$ cat config.mk
export PLATFORM = sky130hd
export DESIGN_NAME = timer_alarm
export DESIGN_NICKNAME = d
export VERILOG_FILES = /design/src/rtl/timer_alarm_pkg.sv /design/src/rtl/timer_alarm_chan.sv /design/src/rtl/timer_alarm.sv
export SDC_FILE = /design/constraint.sdc
export NUM_CORES = 1
export LEC_CHECK = 0
export CORE_ASPECT_RATIO = 0.9
export CORE_MARGIN = 2
export CORE_UTILIZATION = 42
export CTS_CLUSTER_DIAMETER = 120
export DETAILED_ROUTE_END_ITERATION = 12
export DONT_BUFFER_PORTS = 1
export GPL_TIMING_DRIVEN = 0
export SYNTH_ARGS = -nofsm -noshare
export SYNTH_HDL_FRONTEND = slang
export SYNTH_HIERARCHICAL = 1
export SYNTH_SLANG_ARGS = --single-unit
$ cat constraint.sdc
create_clock -name clk -period 5.1 [get_ports clk]
set_clock_uncertainty 0.15 [all_clocks]
set_input_delay 1.02 -clock clk [delete_from_list [all_inputs] [get_ports clk]]
set_output_delay 1.02 -clock clk [all_outputs]
set_load 0.02 [all_outputs]
$ cat src/rtl/timer_alarm_pkg.sv
// Shared definitions for the multi-channel alarm timer: command encodings,
// channel states and the wrap-safe elapsed-time helper.
package timer_alarm_pkg;

  localparam int CW_DEFAULT = 16;

  typedef enum logic [1:0] {
    OP_ARM_ONESHOT  = 2'd0,
    OP_ARM_PERIODIC = 2'd1,
    OP_CANCEL       = 2'd2,
    OP_ACK          = 2'd3
  } cmd_op_e;

  typedef enum logic {
    ST_IDLE  = 1'b0,
    ST_ARMED = 1'b1
  } chan_state_e;

  // Modular subtraction keeps the comparison correct across counter wrap.
  function automatic logic [CW_DEFAULT-1:0] elapsed_ticks(
    input logic [CW_DEFAULT-1:0] now,
    input logic [CW_DEFAULT-1:0] start
  );
    return now - start;
  endfunction

endpackage

$ cat src/rtl/timer_alarm_chan.sv
// One alarm channel: IDLE/ARMED state machine with one-shot and periodic
// expiry, sticky fired/overrun flags.
module timer_alarm_chan
  import timer_alarm_pkg::*;
#(
  parameter int CW = CW_DEFAULT
) (
  input  logic          clk,
  input  logic          rst_n,
  input  logic [CW-1:0] count_i,
  input  logic          arm_i,
  input  logic          periodic_i,
  input  logic          cancel_i,
  input  logic          ack_i,
  input  logic [CW-1:0] delay_i,
  output logic          armed_o,
  output logic          fired_o,
  output logic          overrun_o
);

  chan_state_e   state_q, state_d;
  logic [CW-1:0] start_q, start_d;
  logic [CW-1:0] delay_q, delay_d;
  logic          periodic_q, periodic_d;
  logic          fired_q, fired_d;
  logic          overrun_q, overrun_d;
  logic [CW-1:0] elapsed;
  logic          expire;

  assign elapsed = CW'(count_i - start_q);
  assign expire  = (state_q == ST_ARMED) && (elapsed >= delay_q);

  always_comb begin
    state_d    = state_q;
    start_d    = start_q;
    delay_d    = delay_q;
    periodic_d = periodic_q;
    fired_d    = fired_q;
    overrun_d  = overrun_q;

    if (ack_i) begin
      fired_d   = 1'b0;
      overrun_d = 1'b0;
    end

    // ARM and CANCEL both override a coinciding expiry.
    if (arm_i) begin
      state_d    = ST_ARMED;
      start_d    = count_i;
      delay_d    = delay_i;
      periodic_d = periodic_i && (delay_i != '0);
    end else if (cancel_i) begin
      state_d = ST_IDLE;
    end else if (expire) begin
      fired_d = 1'b1;
      if (fired_q && !ack_i) overrun_d = 1'b1;
      if (periodic_q) start_d = start_q + delay_q;
      else            state_d = ST_IDLE;
    end
  end

  always_ff @(posedge clk or negedge rst_n) begin
    if (!rst_n) begin
      state_q    <= ST_IDLE;
      start_q    <= '0;
      delay_q    <= '0;
      periodic_q <= 1'b0;
      fired_q    <= 1'b0;
      overrun_q  <= 1'b0;
    end else begin
      state_q    <= state_d;
      start_q    <= start_d;
      delay_q    <= delay_d;
      periodic_q <= periodic_d;
      fired_q    <= fired_d;
      overrun_q  <= overrun_d;
    end
  end

  assign armed_o   = (state_q == ST_ARMED);
  assign fired_o   = fired_q;
  assign overrun_o = overrun_q;

endmodule

$ cat src/rtl/timer_alarm.sv
// Multi-channel alarm timer: decodes commands to per-channel strobes,
// synchronises reset release and registers the combined interrupt.
module timer_alarm
  import timer_alarm_pkg::*;
#(
  parameter int NUM_CH = 4,
  parameter int CW     = CW_DEFAULT
) (
  input  logic                                        clk,
  input  logic                                        reset,
  input  logic [CW-1:0]                               count_in,
  input  logic                                        cmd_valid,
  input  logic [1:0]                                  cmd_op,
  input  logic [$clog2(NUM_CH > 1 ? NUM_CH : 2)-1:0]  cmd_chan,
  input  logic [CW-1:0]                               cmd_delay,
  output logic [NUM_CH-1:0]                           fired,
  output logic [NUM_CH-1:0]                           overrun,
  output logic [NUM_CH-1:0]                           armed,
  output logic                                        irq
);

  logic [1:0] rst_sync_q;
  logic       rst_n_int;
  logic       irq_q;
  logic       op_arm, op_periodic, op_cancel, op_ack;

  // Assert asynchronously, release two edges after reset rises.
  always_ff @(posedge clk or negedge reset) begin
    if (!reset) rst_sync_q <= 2'b00;
    else        rst_sync_q <= {rst_sync_q[0], 1'b1};
  end
  assign rst_n_int = rst_sync_q[1];

  assign op_arm      = (cmd_op == OP_ARM_ONESHOT) || (cmd_op == OP_ARM_PERIODIC);
  assign op_periodic = (cmd_op == OP_ARM_PERIODIC);
  assign op_cancel   = (cmd_op == OP_CANCEL);
  assign op_ack      = (cmd_op == OP_ACK);

  // A channel index beyond NUM_CH-1 matches no instance and is dropped.
  for (genvar i = 0; i < NUM_CH; i++) begin : g_ch
    logic sel;
    assign sel = cmd_valid && (int'(cmd_chan) == i);

    timer_alarm_chan #(.CW(CW)) u_chan (
      .clk        (clk),
      .rst_n      (rst_n_int),
      .count_i    (count_in),
      .arm_i      (sel && op_arm),
      .periodic_i (op_periodic),
      .cancel_i   (sel && op_cancel),
      .ack_i      (sel && op_ack),
      .delay_i    (cmd_delay),
      .armed_o    (armed[i]),
      .fired_o    (fired[i]),
      .overrun_o  (overrun[i])
    );
  end

  always_ff @(posedge clk or negedge rst_n_int) begin
    if (!rst_n_int) irq_q <= 1'b0;
    else            irq_q <= |fired;
  end
  assign irq = irq_q;

endmodule

==> results.yml <==
placed_design:
  gp_congestion: 0.8560
  dp_hpwl_um: 31520
  place.port_buffers: 0
floorplanning:
  rows: 62
  die-area_sq_um: 33990
  io_pins: 52
  fp.dieW_um: 194.1
  fp.dieH_um: 175.1
  start_util_pct: 42.74
  core_area_sq_um: 31960
final_layout:
  layout_common_cells: "ha_1 (184), nand2_1 (170), inv_1 (168)"
  final_common_cell: "ha_1"
  syn_to_final_growth_pct: 9.104
  fin_nets: 1895
  drive_gt1_share_pct: 7.275
  num-fill-cells: 3185
critical_path:
  crit_type: "in -> reg"
  cpPeakStageDelay_ns: 0.43
  worstSetupEndpointType: "flop"
  start_kind: "input pin"
  crit_required_ns: 5.27
  path_cells: "inv_1 > ha_1 > fa_1 > nor2b_1 > o21ai_0 > a21boi_1 > o21ai_2 > a211oi_2 > o311ai_0 > a21oi_1 > xor2_1 > ha_1 > nand4_1 > o31ai_1 > o211ai_2 > clkbuf_4 > clkbuf_4 > nor4_1 > nor2_1"
  crit_fanout: 10
  arrival_ns: 5.01
  crit_slowest_cell: "o31ai_1"
sta:
  hold_viol_final: 0
  fmax_ghz: 0.2066
  period_minus_slack_ns: 4.841
  max_slew_margin_pct: 17.58
  setup_viol: 0
  maxSlewViolCount: 0
  finalCritPeriodShare_pct: 94.92
  whs_ns: 0.1245
  tightest_slew_ns: 1.219
power_and_ir_drop:
  combPwrFrac_pct: 64.8
  p_leak_nw: 6.701
  vdd_drop_max_mv: 0.2759
  p_clk_share_pct: 14.4
  p_total_mw: 9.662
  pwr-share-seq_pct: 20.8
  p_int_mw: 5.138
  power_density_nw_per_um2: 648.2
  switching_share_pct: 46.83
  p_sw_mw: 4.524
clock_network:
  cts.sinks: 147
  clkTransAtPathRegs_ns: 0.07
  cts-htree-levels: 4
  cts-buffers-inserted: 17
  clock_path_buffers: 2
  root_buffer: "clkbuf_16"
  clk_latency_ns: 0.44
  cts_tree: "yes"
  postCtsSetupBuffers: 0
grt:
  grt_pass1_wl_um: 66050
  antenna_found_initial: 2
  grt_pass1_vias: 11790
  grt_usage_pct: 25.11
  grt_overflow: 0
  grt_start_max_net_pins: 64
routing:
  vias_per_cell: 5.772
  wl_met2_um: 19170
  routed_wl_um: 42310
  wl_met1_um: 19220
  drc: 0
  ant_nets: 0
  drtIter0Drc: 832
  top_layer: "met5"
  wl_per_cell_um: 20.20
  dr.pass1.iters: 6
  wl_met3_um: 2702
  vias: 12090
yosys:
  synth_area_sq_um: 13660
  synth_edf_count: 0
  yosysWarnings: 6
  synthCells: 1643
  syn_avg_cell_area_sq_um: 8.314
  yosysUniqueCellTypes: 85
  synth_fp_nets: 1874
  ys_ff_latch: 147
  ys_seq_area_share_pct: 26.93
  async_flop_share_pct: 100.0
  synth-main-ff-cell: "dfrtp_1"
status:
  status: "finished, final reports clean"
hold_path:
  min_path_type: "in -> async"
job:
  maxCapViolCount: 0
-- Yosys cell counts, types with 28 or more instances --
| library cell | n | area share (%) |
|---|---|---|
| xnor2_1 | 61 | 3.9 |
| o21ai_0 | 96 | 3.5 |
| clkbuf_1 | 28 | 0.77 |
| nor2_1 | 103 | 2.8 |
| dfrtp_1 | 147 | 27 |
| nor3_1 | 33 | 1.2 |
| nand2_1 | 170 | 4.7 |
| a21oi_1 | 106 | 3.9 |
| ha_1 | 184 | 17 |
| o21ai_1 | 69 | 2.5 |
| inv_1 | 168 | 4.6 |
| nand3_1 | 39 | 1.4 |
| a21o_1 | 28 | 1.5 |
| xor2_1 | 32 | 2.1 |
-- path summary, 6_finish.rpt --
check	to	startpoint	slack (ns)	cells past startpoint
worst max-delay path	g_ch[0].u_chan/start_q[14]	count_in[0]	0.26	19
worst min-delay path	rst_sync_q[1]	reset	0.12	0
worst max register to register	g_ch[0].u_chan/start_q[12]	g_ch[0].u_chan/start_q[1]	0.38	21
worst min register to register	g_ch[2].u_chan/start_q[1]	rst_sync_q[1]	0.13	0
max in group asynchronous	g_ch[1].u_chan/start_q[12]	rst_sync_q[1]	3.97	1
min in group clk	rst_sync_q[1]	rst_sync_q[0]	0.21	0
-- critical path: cells and delay by family --
family / cells / cell delay [ns]
compound gates: 8 / 1.86
fa+ha+maj: 3 / 0.92
simple gates: 4 / 0.61
buf+inv: 3 / 0.46
xor+xnor: 1 / 0.09
-- kinds of logic (layout without fill, tap and decap cells) --
group                    count (synthesis)  after routing  synth area share (%)
other                                    1              3               0.02745
AND/OR/NAND/NOR                        476            476                 16.67
flip-flops                             147            147                 26.93
adder cells (fa/ha/maj)                192            192                 18.03
buffers and inverters                  217            251                 6.475
AO/OA/AOI/OAI                          487            487                 23.65
XOR/XNOR                                93             93                 5.963
multiplexers                            30             30                 2.262
-- flip-flops by register name (all words and copies together), names as in the netlist --
name and flops:
g_ch.u_chan/fired_o 4, g_ch.u_chan/delay_q 64, g_ch.u_chan/armed_o 4, rst_sync_q 2
g_ch.u_chan/overrun_o 4, g_ch.u_chan/periodic_q 4, g_ch.u_chan/start_q 64, irq 1
-- power by group through the flow --
stage | logic (mW) | registers (mW) | clock network [mW]
after floorplan | 5.01 | 1.89 | 0
after global placement | 5.97 | 2.04 | 0
after detailed placement | 6.14 | 2.04 | 0
after CTS | 6.20 | 2.02 | 1.42
after global routing | 7.10 | 2.07 | 1.46
final | 6.26 | 2.01 | 1.39
-- per-layer routing --
layer  GRT usage (%)  vias to the layer above
li1                -                     5921
met1           33.39                     5786
met2           40.61                      331
met3           5.424                       52
met4           8.239                        2
met5               0                        -
-- final cells by class --
type	count	area, sq um	area share (%)
Multi-Input combinational cell	1279	9125	61.22
Sequential cell	147	3682	24.71
Inverter	173	649.4	4.357
Tap cell	416	520.5	3.492
Clock buffer	20	446.7	2.997
Buffer	44	240.2	1.612
Clock inverter	12	180.2	1.209
Timing Repair Buffer	2	55.05	0.3694
Antenna cell	2	5.005	0.03358
-- stage by stage --
step | std cells | area [sq um] | TNS, ns | setup WS, ns | util [%]
2_1_floorplan | 1643 | 13660 | 0 | 0.4886 | -
6_report | 2095 | 14900 | 0 | 0.2590 | 46.63
3_3_place_gp | 2059 | 14180 | -243.25 | -1.666 | 44.37
5_1_grt | 2093 | 14900 | -0.008907 | -0.008907 | 46.62
4_1_cts | 2093 | 14870 | 0 | 0.08754 | 46.54
3_5_place_dp | 2061 | 14240 | -5.055 | -0.4390 | 44.55
-- repair_timing --
item	in CTS	in global routing
gates resized for setup	1	6
hold buffers	0	0
setup endpoints to repair	2	16
Power figures use the tool's default switching activity.
